## src/rtl/fir_lane_serializer.sv

```systemverilog
// rtl/fir_lane_serializer.sv - round/shift/saturate three FIR lane accumulators and serialize them.
// Whole triples are buffered in a small FIFO and emitted lane 0, 1, 2 over valid/ready.
module fir_lane_serializer #(
  parameter int IN_W  = 48,
  parameter int OUT_W = 24,
  parameter int SHIFT = 23,
  parameter int DEPTH = 4
) (
  input  logic              clk,
  input  logic              reset,
  input  logic              in_valid,
  output logic              in_ready,
  input  logic [IN_W-1:0]   in_lane0,
  input  logic [IN_W-1:0]   in_lane1,
  input  logic [IN_W-1:0]   in_lane2,
  output logic              out_valid,
  input  logic              out_ready,
  output logic [OUT_W-1:0]  out_data,
  output logic [1:0]        out_phase,
  output logic              sat_flag,
  output logic [15:0]       sat_count,
  input  logic              sat_clear
);

  localparam int AW     = $clog2(DEPTH);
  localparam int RND_SH = (SHIFT > 0) ? SHIFT - 1 : 0;
  localparam logic [IN_W:0] ONE = {{IN_W{1'b0}}, 1'b1};
  localparam logic [IN_W:0] RND = (SHIFT > 0) ? (ONE << RND_SH) : '0;
  localparam logic signed [IN_W:0] MAXV = {{(IN_W-OUT_W+2){1'b0}}, {(OUT_W-1){1'b1}}};
  localparam logic signed [IN_W:0] MINV = {{(IN_W-OUT_W+2){1'b1}}, {(OUT_W-1){1'b0}}};

  // Returns {clipped, value}; the extra bit keeps the rounding add from overflowing.
  function automatic logic [OUT_W:0] convert(input logic [IN_W-1:0] x);
    logic signed [IN_W:0] t;
    t = ($signed({x[IN_W-1], x}) + $signed(RND)) >>> SHIFT;
    if (t > MAXV)
      return {1'b1, MAXV[OUT_W-1:0]};
    else if (t < MINV)
      return {1'b1, MINV[OUT_W-1:0]};
    else
      return {1'b0, t[OUT_W-1:0]};
  endfunction

  logic [OUT_W-1:0] mem0 [DEPTH];
  logic [OUT_W-1:0] mem1 [DEPTH];
  logic [OUT_W-1:0] mem2 [DEPTH];

  logic [AW:0]      count;
  logic [AW-1:0]    wptr;
  logic [AW-1:0]    rptr;
  logic [OUT_W:0]   c0, c1, c2;
  logic [1:0]       nclip;
  logic [16:0]      sat_sum;
  logic             push;
  logic             xfer;
  logic             pop;

  assign in_ready  = (count < (AW+1)'(DEPTH));
  assign out_valid = (count != '0);
  assign push      = in_valid && in_ready;
  assign xfer      = out_valid && out_ready;
  assign pop       = xfer && (out_phase == 2'd2);

  always_comb begin
    c0      = convert(in_lane0);
    c1      = convert(in_lane1);
    c2      = convert(in_lane2);
    nclip   = {1'b0, c0[OUT_W]} + {1'b0, c1[OUT_W]} + {1'b0, c2[OUT_W]};
    sat_sum = {1'b0, sat_count} + {15'd0, nclip};
  end

  always_ff @(posedge clk) begin
    if (push) begin
      mem0[wptr] <= c0[OUT_W-1:0];
      mem1[wptr] <= c1[OUT_W-1:0];
      mem2[wptr] <= c2[OUT_W-1:0];
    end
  end

  always_ff @(posedge clk) begin
    if (reset) begin
      count     <= '0;
      wptr      <= '0;
      rptr      <= '0;
      out_phase <= 2'd0;
    end else begin
      if (push)
        wptr <= wptr + AW'(1);
      if (pop)
        rptr <= rptr + AW'(1);
      if (xfer)
        out_phase <= (out_phase == 2'd2) ? 2'd0 : out_phase + 2'd1;
      case ({push, pop})
        2'b10:   count <= count + (AW+1)'(1);
        2'b01:   count <= count - (AW+1)'(1);
        default: count <= count;
      endcase
    end
  end

  // Clear beats a clip landing in the same cycle.
  always_ff @(posedge clk) begin
    if (reset || sat_clear) begin
      sat_flag  <= 1'b0;
      sat_count <= 16'd0;
    end else if (push && (nclip != 2'd0)) begin
      sat_flag  <= 1'b1;
      sat_count <= sat_sum[16] ? 16'hFFFF : sat_sum[15:0];
    end
  end

  always_comb begin
    out_data = '0;
    if (out_valid) begin
      case (out_phase)
        2'd0:    out_data = mem0[rptr];
        2'd1:    out_data = mem1[rptr];
        default: out_data = mem2[rptr];
      endcase
    end
  end

endmodule

```

## config.mk

```make
export PLATFORM = sky130hd
export DESIGN_NAME = fir_lane_serializer
export DESIGN_NICKNAME = d
export VERILOG_FILES = /design/src/rtl/fir_lane_serializer.sv
export SDC_FILE = /design/constraint.sdc
export NUM_CORES = 1
export LEC_CHECK = 0
export ABC_AREA = 1
export CORE_ASPECT_RATIO = 2
export CORE_UTILIZATION = 31
export DETAILED_ROUTE_END_ITERATION = 7
export GPL_TIMING_DRIVEN = 0
export PLACE_DENSITY = 0.59
export SLEW_MARGIN = 20
export SYNTH_ARGS = -nofsm -noshare
export SYNTH_HDL_FRONTEND = slang
export SYNTH_SLANG_ARGS = --single-unit
```

## constraint.sdc

```tcl
create_clock -name clk -period 8.4 [get_ports clk]
set_input_delay 1.68 -clock clk [delete_from_list [all_inputs] [get_ports clk]]
set_output_delay 1.68 -clock clk [all_outputs]
set_load 0.01 [all_outputs]
```

After elaboration in Yosys (flattened, before gate mapping):

Memory sizes are Yosys's and may differ from the RTL's. A register that Yosys moved wholly into a read port is not among the register bits.
Cells that the tools add are included.

* register bits after elaboration: 26
* RAM bits: 288
* input port bits: 149
* output and inout bits: 45
* word-level logic and storage cells: 59
* memories kept: 3

* add/subtract/negate cells: 11
* order comparisons: 7
* eq/ne operators: 4
* muxes and demuxes: 19
* reduce and logical (&&, ||, !) cells: 9

Memory list
* mem0: words 4, width 24, rd ports 1, clocked after Yosys merged registers in 1, write ports 1, RTL line 44 `logic [OUT_W-1:0] mem0 [DEPTH];`
* mem1: words 4, width 24, rd ports 1, clocked after Yosys merged registers in 1, write ports 1, RTL line 45 `logic [OUT_W-1:0] mem1 [DEPTH];`
* mem2: words 4, width 24, rd ports 1, clocked after Yosys merged registers in 1, write ports 1, RTL line 46 `logic [OUT_W-1:0] mem2 [DEPTH];`

Operators by type and width (number)
* $mux W25: 6
* $add A48 B24 Y49 const B: 3
* $gt A26 B24 Y1 const B: 3
* $lt A26 B24 Y1 const B: 3
* $pmux W24 S2: 1
* $mux W24: 1
* $add A16 B2 Y17: 1
* $mux W16: 1
* $mux W2: 7
* $add A2 B1 Y2 const B: 3
* $pmux W3 S2: 1
* $eq A2 B1 Y1 const B: 2
* $eq A2 B2 Y1 const B: 2
* $logic_and A1 B1 Y1: 4
* $reduce_bool A2 Y1: 2
* $add A3 B1 Y3 const B: 1
* $lt A3 B3 Y1 const B: 1
* $reduce_bool A3 Y1: 1
* $sub A3 B1 Y3 const B: 1
* $add A1 B1 Y2: 1
* $add A2 B1 Y2: 1
* $logic_not A2 Y1: 1
* $mux W1: 2
* $logic_or A1 B1 Y1: 1

Logic depth before layout (Yosys ltp):

Gate-level depths: netlist of the first run.

* depth in word-level cells: 8
* depth in mapped cells: 24
* gate-level depth less buffers: 24

Least setup slack after synthesis of the first run:

OpenSTA, ideal clock, no wires.

* path kind: input port to flip-flop
* start: input in_valid
* end: memory mem0[0][0], enable pin
* library setup time: 503 ps
* data arrival time: 4825 ps
* data required time: 7897 ps
* setup slack: 3073 ps
* stages on the path: 2
* buffers on the path: 0
* cell sequence: nand2_2 -> nor2_1

* cells in the longest elaborated chain, start to end: 3

RTL lines
* start: declaration: RTL line 11 `input logic in_valid,`
* $logic_and A1 B1 Y1: RTL line 60 `assign push = in_valid && in_ready;`
* $mux W1: RTL line 73 `if (push) begin`
* $mux W1 (implied by the code): RTL line 74 `mem0[wptr] <= c0[OUT_W-1:0];`
* end: declaration: RTL line 44

No other way between the ends.

Final worst setup path of the first run:

* start: input in_lane0[43]
* end: register sat_count[7]

* cells in the longest elaborated chain, start to end: 8
* elaborated cells on any way between the ends: 11
* classes of those cells: add/sub: 4; order compare: 2; mux: 3; reduce/logical: 2

RTL lines
* start: declaration: RTL line 13 `input logic [IN_W-1:0] in_lane0,`
* $add A48 B24 Y49 (*): RTL line 35 `t = ($signed({x[IN_W-1], x}) + $signed(RND)) >>> SHIFT;`
* $lt A26 B24 Y1: RTL line 38 `else if (t < MINV)`
* $mux W25: RTL line 38
* $mux W25 (*): RTL line 36 `if (t > MAXV)`
* $add A1 B1 Y2 (*): RTL line 68 `nclip = {1'b0, c0[OUT_W]} + {1'b0, c1[OUT_W]} + {1'b0, c2[OUT_W]};`
* $add A2 B1 Y2 (*): RTL line 68
* $add A16 B2 Y17 or $reduce_bool A2 Y1 (tied branches): RTL line 69, 106
* $mux W16 or $logic_and A1 B1 Y1 (tied branches): RTL line 108, 106
* end signal: assignment: RTL line 108 `sat_count <= sat_sum[16] ? 16'hFFFF : sat_sum[15:0];`
* end: declaration: RTL line 21 `output logic [15:0] sat_count,`

Every way passes the cells marked *; elsewhere a longest branch is shown, timed or not.
A chain may end at the register's enable or synchronous reset.

==> results.yml, run 1 <==
cts:
  cts_tree: "built"
  cts-buffers-inserted: 27
  path_clk_slew_ns: 0.07
  holdBufCountCts: 0
  post-cts-setup-buffer-count: 0
  root_buffer: "clkbuf_16"
  htreeDepth: 1
  clock_latency_ns: 0.56
  clockBufferDepth: 3
  cts_resized: 0
  cts_sinks: 316
pwr:
  switching_share_pct: 26.0
  ir_worst_vdd_v: 0.000185
  p_total_mw: 3.64
  p_comb_share_pct: 15.1
  power_frac_seq_pct: 50.2
  netSwitchingPower_uw: 946
  leakage_nw: 6.94
  p_int_mw: 2.69
  p_per_area_mw_per_mm2: 192
  pwr-share-clk_pct: 34.7
sta:
  worst_pin_slew_ns: 0.785
  finalHoldViolCount: 0
  drv_slew: 0
  fin_crit_ns: 5.86
  max_slew_margin_pct: 47.6
  fmax_mhz: 171
  rsz0062_at_grt: "no"
  setup_violations: 0
  layout_setup_ws_ns: 2.54
  post-route-period-util_pct: 69.7
  fin_worst_skew_ns: 0.0149
min_path:
  worstHoldPathType: "reg2reg"
  hold_path.startpoint: "count[0]"
yosys:
  synthArstFlopShare_pct: 0
  synth_warnings: 0
  synth_cell_type_count: 45
  syn_nets: 1814
  synthCells: 1651
  ys_seq_area_share_pct: 59.1
  synth-edff-count: 288
  ys_ff_latch: 316
  netlist_area_mm2: 0.0156
  syn_avg_cell_area_um2: 9.43
  synthFlopType: "edfxtp_1"
floorplanning:
  fp.dieH_um: 319
  core_area_mm2: 0.0494
  die_area_mm2: 0.0512
  boundaryPins: 194
  die_w_um: 160
  start_util_pct: 31.6
  num_rows: 115
final_layout:
  final_common_cell: "nand2_1"
  antenna_cells: 0
  layoutNonFillerInstCount: 2485
  multi_input_area_mm2: 0.00564
  area_growth_syn_to_layout_pct: 21.4
  fin_nets: 1984
  layout_common_cells: "nand2_1, edfxtp_1, nor2_1"
  regArea_mm2: 0.00921
  final_cell_area_mm2: 0.0189
  drive_gt1_share_pct: 6.95
  fill_cells: 4851
worst_setup_path:
  r2r_start: "count[0]"
  path_common_cell: "nand2_1"
  path_class: "in2reg"
  critPathTopFamily: "simple AND/OR/NAND/NOR gates"
  cp_slowest_cell: "clkdlybuf4s50_1"
  crit_chain: "clkdlybuf4s50_1 -> nand2_1 -> nor2_1 -> nand4_1 -> nor2_1 -> nand2_1 -> nand2_1 -> inv_1 -> nand2_4 -> inv_1 -> nor2_1 -> fa_1 -> inv_1 -> ha_1 -> fa_1 -> nand3_1 -> nor3_2 -> nand2_1 -> nor2_2 -> nand2_1 -> buf_2 -> a31oi_1"
  critPathMaxStageDelay_ns: 0.59
  cp-end-kind: "flip-flop"
  cp.arrival_ns: 6.34
  crit_start: "in_lane0[43]"
  startpoint_type: "input pin"
  crit_buf_inv: 5
  critPathRequiredTime_ns: 8.88
  worstPathMaxFanout: 10
global_route:
  grt_pass1_wl_um: 72300
  grt-ovfl-total: 0
  grt_max_degree: 23
  antenna_found_initial: 0
  grtUsageTotal_pct: 18.6
  grt_pass1_vias: 12400
placed_design:
  placed_area_mm2: 0.0180
  gp_congestion: 0.860
  dpl.hpwl_um: 36800
  port_buffers: 126
  dp_cells: 2435
  pre_cts_slack_ns: 1.86
detailed_routing:
  vias_per_cell: 4.87
  routed_wl_um: 47400
  drt-initial-drc-count: 826
  via_count: 12100
  route.detailed.wl_per_inst_um: 19.1
  drtAntennaViolNets: 0
  detail_route.first_pass.iterations: 7
  drc: 0
status:
  status: "finished clean"
job:
  max_cap_violations: 0
## final timing paths
path             endpoint  slack (ns)  cells past startpoint
min reg2reg      count[0]        0.47                      2
max reg2reg      count[2]        5.86                     11
min              count[0]        0.47                      2
max          sat_count[7]        2.54                     22
## logic make-up (layout without fill, tap and decap cells)
family	after synthesis	after routing	synth area share, %
adder cells (fa/ha/maj)	14	14	1.27
buffers and inverters	176	367	4.83
flip-flops	316	316	59.1
XOR/XNOR	70	70	3.94
AO/OA/AOI/OAI	195	195	7.26
AND/OR/NAND/NOR	880	880	23.6
## synth_stat cells, drive strengths merged, types with 10 or more instances
cell type / instances / area share [%]
a21oi: 64 / 2.1
buf: 35 / 1.4
clkbuf: 35 / 0.84
dfxtp: 28 / 3.6
edfxtp: 288 / 56
ha: 11 / 0.88
inv: 105 / 2.5
nand2: 538 / 13
nand3: 110 / 3.6
nand4: 10 / 0.40
nor2: 172 / 4.4
nor3: 33 / 1.2
o211ai: 22 / 1.1
o21ai: 87 / 3.0
xnor2: 23 / 1.3
xor2: 47 / 2.6
## metrics by stage
stage	TNS (ns)	hold WS (ns)	utilization, %
floorplan	0	0.444	-
global placement	-38.56	0.456	35.7
detailed placement	0	0.458	36.6
CTS	0	0.469	38.3
global route	0	0.507	38.3
finish	0	0.466	38.3
## state kept, by name, summed over array words and instances (netlist names), named ones only
register   flops
wptr           2
sat_count     16
out_phase      2
count          3
mem1          96
mem2          96
sat_flag       1
rptr           2
mem0          96
## worst min-delay path, stage by stage, from the launching register on
cell and delay [ns]:
dfxtp_1 0.31, nand2_1 0.06, a21oi_1 0.05
## routing by layer
metal	track usage (%)	wire [µm]
met3	1.29	1640
met5	0	0
met1	18.8	16600
met4	8.59	1970
met2	37.5	27200
## power groups by stage
stage | clock network (mW) | logic (mW) | registers [mW]
after global routing | 1.33 | 0.596 | 1.83
final | 1.26 | 0.549 | 1.83
after detailed placement | 0 | 0.553 | 1.86
after global placement | 0 | 0.519 | 1.87
after CTS | 1.27 | 0.555 | 1.83
after floorplan | 0 | 0.261 | 1.86
## area by class of cell
cell class / instances / area share, %
Clock buffer: 33 / 3.69
Buffer: 70 / 1.87
Clock inverter: 17 / 0.926
Sequential cell: 316 / 48.7
Inverter: 106 / 2.10
Multi-Input combinational cell: 1159 / 29.8
Timing Repair Buffer: 141 / 8.63
Tap cell: 643 / 4.25
Note: power is estimated with default switching activity, not from simulation.
==> run 2: changes to the inputs <==
--- a/config.mk
+++ b/config.mk
@@ -10,7 +10,7 @@
 export CORE_UTILIZATION = 31
 export DETAILED_ROUTE_END_ITERATION = 7
 export GPL_TIMING_DRIVEN = 0
-export PLACE_DENSITY = 0.59
+export PLACE_DENSITY = 0.6
 export SLEW_MARGIN = 20
 export SYNTH_ARGS = -nofsm -noshare
 export SYNTH_HDL_FRONTEND = slang
==> constraint.sdc (replaced) <==
create_clock -name clk -period 5 [get_ports clk]
set_input_delay 1 -clock clk [delete_from_list [all_inputs] [get_ports clk]]
set_output_delay 1 -clock clk [all_outputs]
set_load 0.01 [all_outputs]
==> results.yml, run 2 (same netlist as run 1, synthesis figures left out) <==
detailed_routing:
  via_count: 12200
  detail_route.first_pass.iterations: 6
  drtAntennaViolNets: 0
  vias_per_cell: 4.91
  route.detailed.wl_per_inst_um: 19.1
  routed_wl_um: 47500
  drt-initial-drc-count: 690
  drc: 0
global_route:
  antenna_found_initial: 4
  grtUsageTotal_pct: 18.4
  grt_max_degree: 23
  grt_pass1_vias: 12400
  grt_pass1_wl_um: 71000
  grt-ovfl-total: 0
final_layout:
  final_common_cell: "nand2_1"
  largestRegisters: "mem0 x96, mem1 x96, mem2 x96"
  drive_gt1_share_pct: 7.17
  fin_nets: 1986
  area_growth_syn_to_layout_pct: 20.9
  utilization_pct: 38.2
  layout_common_cells: "nand2_1, edfxtp_1, nor2_1"
sta:
  fin_worst_skew_ns: 0.0107
  setup_violations: 0
  fin_crit_ns: 4.76
  worst_pin_slew_ns: 0.777
  max_slew_margin_pct: 48.2
  post-route-period-util_pct: 95.2
  finalHoldViolCount: 0
  holdWs_ns: 0.479
  setup_tns_ns: 0
  drv_slew: 0
  layout_setup_ws_ns: 0.241
  fmax_mhz: 210
worst_setup_path:
  crit_cells: 22
  crit_chain: "clkdlybuf4s50_1 -> nand2_1 -> nor2_1 -> nand4_1 -> nor2_1 -> nand2_1 -> nand2_1 -> clkinvlp_4 -> nand2_4 -> inv_1 -> nor2_4 -> fa_2 -> inv_1 -> ha_1 -> fa_1 -> nand3_1 -> nor3_4 -> nand2_1 -> nor2_2 -> nand2_1 -> buf_4 -> a21oi_1"
  path_common_cell: "nand2_1"
  critPathMaxStageDelay_ns: 0.60
  crit_buf_inv: 5
  path_class: "in2reg"
  worstPathMaxFanout: 10
  cp_slowest_cell: "clkdlybuf4s50_1"
  critPathRequiredTime_ns: 5.47
  cp.arrival_ns: 5.23
  ff2ff_path_depth: 11
  cp-end-kind: "flip-flop"
  critPathTopFamily: "simple AND/OR/NAND/NOR gates"
  startpoint_type: "input pin"
cts:
  clock_latency_ns: 0.55
  holdBufCountCts: 0
  cts_sinks: 316
  cts-buffers-inserted: 27
  cts_tree: "built"
  htreeDepth: 1
  clockBufferDepth: 3
  path_clk_slew_ns: 0.07
  root_buffer: "clkbuf_16"
pwr:
  p_comb_share_pct: 15.6
  ir_worst_vdd_v: 0.000259
  p_total_mw: 5.89
  p_int_mw: 4.36
  netSwitchingPower_mw: 1.53
  p_per_area_mw_per_mm2: 312
  switching_share_pct: 26.0
  pwr-share-clk_pct: 32.3
  power_frac_seq_pct: 52.2
  leakage_nw: 6.90
placed_design:
  gp_congestion: 0.865
  port_buffers: 126
  pre_cts_slack_ns: -0.760
  dpl.hpwl_um: 36700
floorplanning:
  boundaryPins: 194
  fp.dieH_um: 319
  die_w_um: 160
  die_area_mm2: 0.0512
  start_util_pct: 31.6
  core_area_mm2: 0.0494
  num_rows: 115
status:
  status: "finished clean"
job:
  max_cap_violations: 0
min_path:
  holdPathStages: 2
  worstHoldPathType: "reg2reg"
-- run 2: what timing repair did --
item                                    CTS  global route
resized for setup                         4            12
hold endpoints to repair                  0             0
setup buffers                             0             4
endpoints found under the setup margin   12            13
pin swaps                                 0             3
-- run 2: through the flow --
step | area [µm²] | std cells
2_1_floorplan | 15600 | 1651
3_3_place_gp | 17600 | 2420
3_5_place_dp | 18000 | 2433
4_1_cts | 18800 | 2479
5_1_grt | 18800 | 2487
6_report | 18800 | 2488
-- run 2: routing by layer --
| metal | part of all wire, % | GRT usage [%] | up-vias |
|---|---|---|---|
| met3 | 4.1 | 1.53 | 105 |
| met2 | 57 | 37.3 | 414 |
| li1 | - | - | 5895 |
| met1 | 34 | 17.9 | 5795 |
| met4 | 5.2 | 9.04 | 0 |
| met5 | 0 | 0 | - |
-- run 2: power by group through the flow --
stage,clock (mW),combinational (mW),sequential [mW]
floorplan,0,0.438,3.13
global placement,0,0.868,3.15
detailed placement,0,0.915,3.13
CTS,1.92,0.921,3.07
global route,2.00,0.992,3.08
finish,1.90,0.917,3.07
-- run 2: final timing paths --
check / startpoint / to / slack, ns
setup / recovery: in_lane0[31] / sat_count[6] / 0.24
hold / removal: count[0] / count[0] / 0.48
setup reg to reg: count[0] / count[2] / 2.42
hold reg to reg: count[0] / count[0] / 0.48
-- run 2: final cells by class --
class | count | area, µm²
antenna | 5 | 12.5
clock buffer | 35 | 706
fill | 4884 | 30500
inverter | 106 | 405
tap | 643 | 805
timing repair buffer | 143 | 1590
multi-input combinational | 1159 | 5690
buffer | 70 | 357
clock inverter | 11 | 60.1
sequential | 316 | 9210
-- run 2: worst reg2reg max path, stage by stage (launching register included) --
cell	delay, ns
dfxtp_1	0.33
inv_1	0.08
nand3_1	0.37
nand2_1	0.23
nor3_2	0.33
ha_1	0.21
inv_1	0.07
fa_1	0.38
a21oi_1	0.14
o21ai_0	0.11
a21oi_1	0.14
o21a_1	0.13
